### config.mk
export PLATFORM = sky130hd
export DESIGN_NAME = bk_adder_pipe
export DESIGN_NICKNAME = d
export VERILOG_FILES = /design/src/rtl/bk_adder_pipe.sv
export SDC_FILE = /design/constraint.sdc
export NUM_CORES = 1
export LEC_CHECK = 0
export CAP_MARGIN = 20
export CORE_ASPECT_RATIO = 0.7
export CORE_MARGIN = 2
export CORE_UTILIZATION = 40
export DETAILED_ROUTE_END_ITERATION = 16
export PLACE_DENSITY = 0.59
export SLEW_MARGIN = 20
export SYNTH_ARGS = -nofsm -noshare
export SYNTH_HDL_FRONTEND = slang
export SYNTH_SLANG_ARGS = --single-unit
### constraint.sdc
create_clock -name clk -period 1.9 [get_ports clk]
set_clock_uncertainty 0.15 [all_clocks]
set_input_delay 0.285 -clock clk [delete_from_list [all_inputs] [get_ports clk]]
set_output_delay 0.285 -clock clk [all_outputs]
set_load 0.03 [all_outputs]
### src/rtl/bk_adder_pipe.sv
// bk_adder_pipe: 3-stage pipelined Brent-Kung prefix adder with valid/ready flow control and tag.
// Optional macro BK_SUB_MODE_EN adds the in_sub port (A - B via inverted B and forced carry-in).
module bk_adder_pipe #(
  parameter int WIDTH = 16,
  parameter int TAG_W = 4
) (
  input  logic             clk,
  input  logic             rst,
  input  logic             in_valid,
  output logic             in_ready,
  input  logic [WIDTH-1:0] in_a,
  input  logic [WIDTH-1:0] in_b,
  input  logic             in_cin,
  input  logic [TAG_W-1:0] in_tag,
`ifdef BK_SUB_MODE_EN
  input  logic             in_sub,
`endif
  output logic             out_valid,
  input  logic             out_ready,
  output logic [WIDTH-1:0] out_sum,
  output logic             out_cout,
  output logic [TAG_W-1:0] out_tag
);

  localparam int LOGW = $clog2(WIDTH);

  if (WIDTH < 2 || WIDTH > 64 || (WIDTH & (WIDTH - 1)) != 0) begin : g_bad_width
    $error("bk_adder_pipe: WIDTH must be a power of two between 2 and 64");
  end
  if (TAG_W < 1) begin : g_bad_tag
    $error("bk_adder_pipe: TAG_W must be at least 1");
  end

  // Stage registers: S1 holds per-bit g/p, S2 holds group generates, S3 holds the result.
  logic             v1_reg, v2_reg, v3_reg;
  logic [WIDTH-1:0] g1_reg, p1_reg;
  logic             c0_1_reg;
  logic [TAG_W-1:0] tag1_reg;
  logic [WIDTH-1:0] grp2_reg, p2_reg;
  logic             c0_2_reg;
  logic [TAG_W-1:0] tag2_reg;
  logic [WIDTH-1:0] sum3_reg;
  logic             cout3_reg;
  logic [TAG_W-1:0] tag3_reg;

  logic             en1, en2, en3;
  logic [WIDTH-1:0] b_eff;
  logic             c0_eff;
  logic [WIDTH-1:0] g_next, p_next;
  logic [WIDTH-1:0] grp_next, prop_tree;
  logic [WIDTH-1:0] sum_next;

  // A stage may load when it is empty or its contents move on this cycle, so bubbles collapse.
  assign en3      = !v3_reg || out_ready;
  assign en2      = !v2_reg || en3;
  assign en1      = !v1_reg || en2;
  assign in_ready = en1;

`ifdef BK_SUB_MODE_EN
  assign b_eff  = in_sub ? ~in_b : in_b;
  assign c0_eff = in_sub | in_cin;
`else
  assign b_eff  = in_b;
  assign c0_eff = in_cin;
`endif

  for (genvar gi = 0; gi < WIDTH; gi++) begin : g_pg
    assign g_next[gi] = in_a[gi] & b_eff[gi];
    assign p_next[gi] = in_a[gi] ^ b_eff[gi];
  end

  // Carry-in is folded into bit 0, so every prefix G[i:0] is directly the carry into bit i+1.
  // Nodes updated within one level never feed each other, so in-place update is safe.
  always_comb begin
    grp_next    = g1_reg;
    prop_tree   = p1_reg;
    grp_next[0] = g1_reg[0] | (p1_reg[0] & c0_1_reg);
    for (int l = 0; l < LOGW; l++) begin
      for (int i = 0; i < WIDTH; i++) begin
        if (((i + 1) % (1 << (l + 1))) == 0) begin
          grp_next[i]  = grp_next[i] | (prop_tree[i] & grp_next[i - (1 << l)]);
          prop_tree[i] = prop_tree[i] & prop_tree[i - (1 << l)];
        end
      end
    end
    for (int l = LOGW - 2; l >= 0; l--) begin
      for (int i = 0; i < WIDTH; i++) begin
        if ((((i + 1) % (1 << (l + 1))) == (1 << l)) && (i >= (1 << (l + 1)))) begin
          grp_next[i]  = grp_next[i] | (prop_tree[i] & grp_next[i - (1 << l)]);
          prop_tree[i] = prop_tree[i] & prop_tree[i - (1 << l)];
        end
      end
    end
  end

  for (genvar gi = 0; gi < WIDTH; gi++) begin : g_sum
    if (gi == 0) begin : g_lsb
      assign sum_next[gi] = p2_reg[gi] ^ c0_2_reg;
    end else begin : g_upper
      assign sum_next[gi] = p2_reg[gi] ^ grp2_reg[gi-1];
    end
  end

  always_ff @(posedge clk) begin
    if (rst) begin
      v1_reg   <= 1'b0;
      g1_reg   <= '0;
      p1_reg   <= '0;
      c0_1_reg <= 1'b0;
      tag1_reg <= '0;
    end else if (en1) begin
      v1_reg <= in_valid;
      if (in_valid) begin
        g1_reg   <= g_next;
        p1_reg   <= p_next;
        c0_1_reg <= c0_eff;
        tag1_reg <= in_tag;
      end
    end
  end

  always_ff @(posedge clk) begin
    if (rst) begin
      v2_reg   <= 1'b0;
      grp2_reg <= '0;
      p2_reg   <= '0;
      c0_2_reg <= 1'b0;
      tag2_reg <= '0;
    end else if (en2) begin
      v2_reg <= v1_reg;
      if (v1_reg) begin
        grp2_reg <= grp_next;
        p2_reg   <= p1_reg;
        c0_2_reg <= c0_1_reg;
        tag2_reg <= tag1_reg;
      end
    end
  end

  // Output data only changes when a new beat lands, keeping out_* steady through stalls.
  always_ff @(posedge clk) begin
    if (rst) begin
      v3_reg    <= 1'b0;
      sum3_reg  <= '0;
      cout3_reg <= 1'b0;
      tag3_reg  <= '0;
    end else if (en3) begin
      v3_reg <= v2_reg;
      if (v2_reg) begin
        sum3_reg  <= sum_next;
        cout3_reg <= grp2_reg[WIDTH-1];
        tag3_reg  <= tag2_reg;
      end
    end
  end

  assign out_valid = v3_reg;
  assign out_sum   = sum3_reg;
  assign out_cout  = cout3_reg;
  assign out_tag   = tag3_reg;

endmodule
Yosys cells after proc, flatten, opt, wreduce, memory -nomap -nowiden
Index checks and enable logic that the tools add are counted.
{ "word_totals": {"inputBits": 41, "n_memories": 0, "latchBits": 0, "word_cells": 136, "register_bits": 98, "rom_bits": 0, "ram_bits": 0} }
{ "classes": {"n_reduce_logical": 9, "n_shift": 0, "muxes": 0, "div_mod_pow": 0, "n_mul": 0, "magnitude_cmp": 0, "bitwise_logic": 113, "eq_ne": 0, "n_addsub": 0} }
{ "op_table": {"columns": ["cell", "count"], "rows": [
  ["$and A1 B1 Y1", 54],
  ["$xor A1 B1 Y1", 32],
  ["$or A1 B1 Y1", 27],
  ["$reduce_and A2 Y1", 3],
  ["$logic_not A1 Y1", 3],
  ["$logic_or A1 B1 Y1", 3]
]} }

Logic depth before layout (Yosys ltp)
{ "logic_depth": {"word_depth": 14, "ltp_mapped": 6} }

Worst setup path after synthesis
No wires, ideal clock.
{ "synth_path": {"kind": "register -> register", "from": "register v3_reg (netlist: out_valid)", "to": "register p1_reg[2]", "required_ns": 1.680, "path_stages_with_launch": 7, "setup_slack_ns": 0.231, "synth_period_minus_slack_ns": 1.669, "arrival_ns": 1.448, "cell_sequence": "dfxtp_1 > and3b_2 > nand2_2 > nand2_4 > buf_4 > nand2_1 > a21oi_1"} }
{ "synth_via": {"elab_chain_cells": 5} }
{ "synth_lines": {"columns": ["item", "line_no", "rtl"], "rows": [
  ["start, declared", "35", "logic v1_reg, v2_reg, v3_reg;"],
  ["start signal, assigned", "148", "v3_reg <= v2_reg;"],
  ["$logic_not A1 Y1", "54", "assign en3 = !v3_reg || out_ready;"],
  ["$logic_or A1 B1 Y1", "54", null],
  ["$logic_or A1 B1 Y1", "55", "assign en2 = !v2_reg || en3;"],
  ["$logic_or A1 B1 Y1", "56", "assign en1 = !v1_reg || en2;"],
  ["net in_ready", "10", "output logic in_ready,"],
  ["$reduce_and A2 Y1 (no source line)", null, null],
  ["end signal, assigned", "115", "p1_reg <= p_next;"],
  ["end, declared", "36", "logic [WIDTH-1:0] g1_reg, p1_reg;"]
]} }
The timed path passes the listed nets, and every way through them passes these cells.
A chain may end at the register's enable or synchronous reset.

Worst setup path after layout
{ "layout_path": {"from": "register v3_reg (netlist: out_valid)", "to": "output port out_valid"} }
{ "layout_lines": {"columns": ["item", "line_no", "rtl"], "rows": [
  ["end, declared", "18", "output logic out_valid,"]
]} }
No word-level cell between the ends.

==> results.sh <==
export IMPL_drt_iter0_drc=220
export IMPL_power_switching_mw=1.09
export IMPL_fmax_mhz=553
export IMPL_synth_top_flop_cell="dfxtp_1"
export IMPL_post_cts_buffers=0
export IMPL_power_density_mw_per_mm2=880
export IMPL_cts_root_buf="clkbuf_16"
export IMPL_cp_arrival_ps=1370
export IMPL_yosys_warnings=0
export IMPL_synth_cell_type_count=40
export IMPL_h_tree_depth=3
export IMPL_clk_latency_ps=330
export IMPL_p_clk_share_pct=39.9
export IMPL_final_max_slew_viol_count=0
export IMPL_synth_nets=536
export IMPL_critPathMaxFanout=4
export IMPL_hpwl_um=6700
export IMPL_clk_pin_slew_ps=60
export IMPL_fin_nets=602
export IMPL_start_kind="register"
export IMPL_setup_viol=0
export IMPL_status="finished, final reports clean"
export IMPL_place_worst_setup_slack_ps=-82.7
export IMPL_cts_tree="built"
export IMPL_path_cells="clkdlybuf4s50_1"
export IMPL_clock_sinks=98
export IMPL_synth_edff_count=0
export IMPL_start_util_pct=41.3
export IMPL_r2r_slack_ps=240
export IMPL_placed_area_mm2=0.00490
export IMPL_fin_crit_ps=1810
export IMPL_max_cap_violations=0
export IMPL_place_gp_congestion=0.840
export IMPL_rsz0062_at_grt="false"
export IMPL_die_y_um=88.0
export IMPL_tightest_slew_ps=436
export IMPL_num_rows=30
export IMPL_internal_power_mw=3.49
export IMPL_final_setup_worst_slack_ps=90.3
export IMPL_post_drt_via_cell_ratio=4.86
export IMPL_finalCritPeriodShare_pct=95.2
export IMPL_io_pins=64
export IMPL_ys_ff_latch=98
export IMPL_grt_pass1_vias=2913
export IMPL_cts_resized=0
export IMPL_crit_type="register to output pin"
export IMPL_antenna_found_initial=0
export IMPL_holdBufCountCts=0
export IMPL_die_w_um=124
export IMPL_num_vias=3290
export IMPL_irDropWorstVdd_mv=0.446
export IMPL_diodes=0
export IMPL_async_reset_ff_share_pct=0
export IMPL_worstPathRequired_ps=1460
export IMPL_cts_max_path_buffers=2
export IMPL_cp_top_family="buffers and inverters"
export IMPL_grt_pass1_wl_um=14800
export IMPL_utilization_pct=53.3
export IMPL_grt_most_used_layer="met1"
export IMPL_syn_area_mm2=0.00403
export IMPL_drc=0
export IMPL_ys_seq_area_share_pct=48.6
export IMPL_crit_slowest_cell="clkdlybuf4s50_1"
export IMPL_final_cell_area_mm2=0.00520
export IMPL_numPortBuffers=63
export IMPL_p_leak_nw=1.92
export IMPL_avgSynthCellArea_um2=8.42
export IMPL_drtAntennaViolNets=0
export IMPL_path_buf_inv=1
export IMPL_routedWlPerCell_um=13.2
export IMPL_end_kind="output pin"
export IMPL_p_total_mw=4.58
export IMPL_syn_instance_count=479
export IMPL_hold_viol_final=0
export IMPL_syn_to_final_growth_pct=29.0
export IMPL_cts_made_buffers=9
export IMPL_worst_slew_margin_rel_pct=70.9
export IMPL_wl_um=8940
export IMPL_whs_ps=240
export IMPL_max_stage_delay_ps=680
export IMPL_die_area_mm2=0.0109
export IMPL_swShare_pct=23.8
export IMPL_grtUsageMet2_pct=22.0
export IMPL_grt_ovfl_total=0
export IMPL_tns_ps=0
export IMPL_core_area_mm2=0.00976
export IMPL_grt_use_met1_pct=28.8
export IMPL_seqPwrFrac_pct=48.7
export IMPL_drt_first_pass_iters=4
export IMPL_placed_cells=662
export IMPL_hp_class="input pin to register"
export IMPL_drive_above_1_share_pct=9.11
export IMPL_power_share_combinational_pct=11.5
export IMPL_fin_cells=677
export IMPL_met3_usage_pct=5.01
export IMPL_grt_util_all_layers_pct=17.6
export IMPL_grt_max_degree=44
==> worst reg2reg max path, cell delays in order, from the launching register on <==
cell       delay, ps
dfxtp_1          380
a21o_2           200
nand4_4          140
a21oi_4          270
o2111ai_1        180
a211oi_1         240
==> cells in the mapped netlist, types with 2 or more instances <==
library cell,instances,area (µm²)
a211oi_1,26,195
a21o_1,4,30.0
a21oi_1,71,355
a21oi_4,2,32.5
and2_1,2,12.5
buf_2,13,65.1
buf_4,5,37.5
clkbuf_1,10,37.5
dfxtp_1,98,1960
ha_1,16,200
inv_1,3,11.3
mux2i_1,2,20.0
nand2_1,131,492
nand2_2,2,12.5
nand3_1,2,10.0
nor2_1,37,139
nor3_1,11,55.1
o21ai_0,6,30.0
o21ai_1,2,10.0
xnor2_1,16,140
==> cell usage in the layout (no fill, tap or decap), types with 4 or more instances in the layout <==
master	instances
buf_12	6
dfxtp_1	98
ha_1	16
clkdlybuf4s50_1	61
o21ai_0	6
buf_4	16
a21o_1	4
a21oi_1	71
nor3_1	11
clkbuf_16	9
nor2_1	37
xnor2_1	16
a211oi_1	26
nand2_1	131
==> metal layers <==
layer	vias up	routed length, µm
met5	-	0
met4	0	34
met3	2	640
met2	96	3210
met1	1440	5060
li1	1752	-
==> power groups by stage <==
stage	Clock (mW)	Sequential, mW	Combinational, mW
floorplan	0	2.29	0.268
global placement	0	2.27	0.520
detailed placement	0	2.28	0.524
CTS	1.86	2.23	0.528
global route	1.95	2.24	0.583
finish	1.82	2.23	0.525
==> final timing paths <==
| path | start | to | cells past startpoint |
|---|---|---|---|
| max | out_valid | out_valid | 1 |
| min | rst | p2_reg[6] | 2 |
| max reg2reg | p1_reg[0] | grp2_reg[13] | 5 |
| min reg2reg | out_tag[3] | out_tag[3] | 2 |
==> logic make-up (layout without fill, tap and decap cells) <==
logic type,count (synthesis),in the layout,synth area share [%]
flops,98,98,48.6
simple gates,194,194,19.9
xor+xnor,16,16,3.47
fa+ha+maj,16,16,4.96
compound gates,121,121,18.5
mux,2,2,0.496
buf+inv,32,102,4.03
==> final cells by class <==
class,count,area (µm²)
clock buffer,11,253
multi-input combinational,349,1910
timing repair buffer,84,856
inverter,3,11.3
clock inverter,4,51.3
fill,940,4560
sequential,98,1960
tap,128,160
Power figures use the tool's default switching activity.
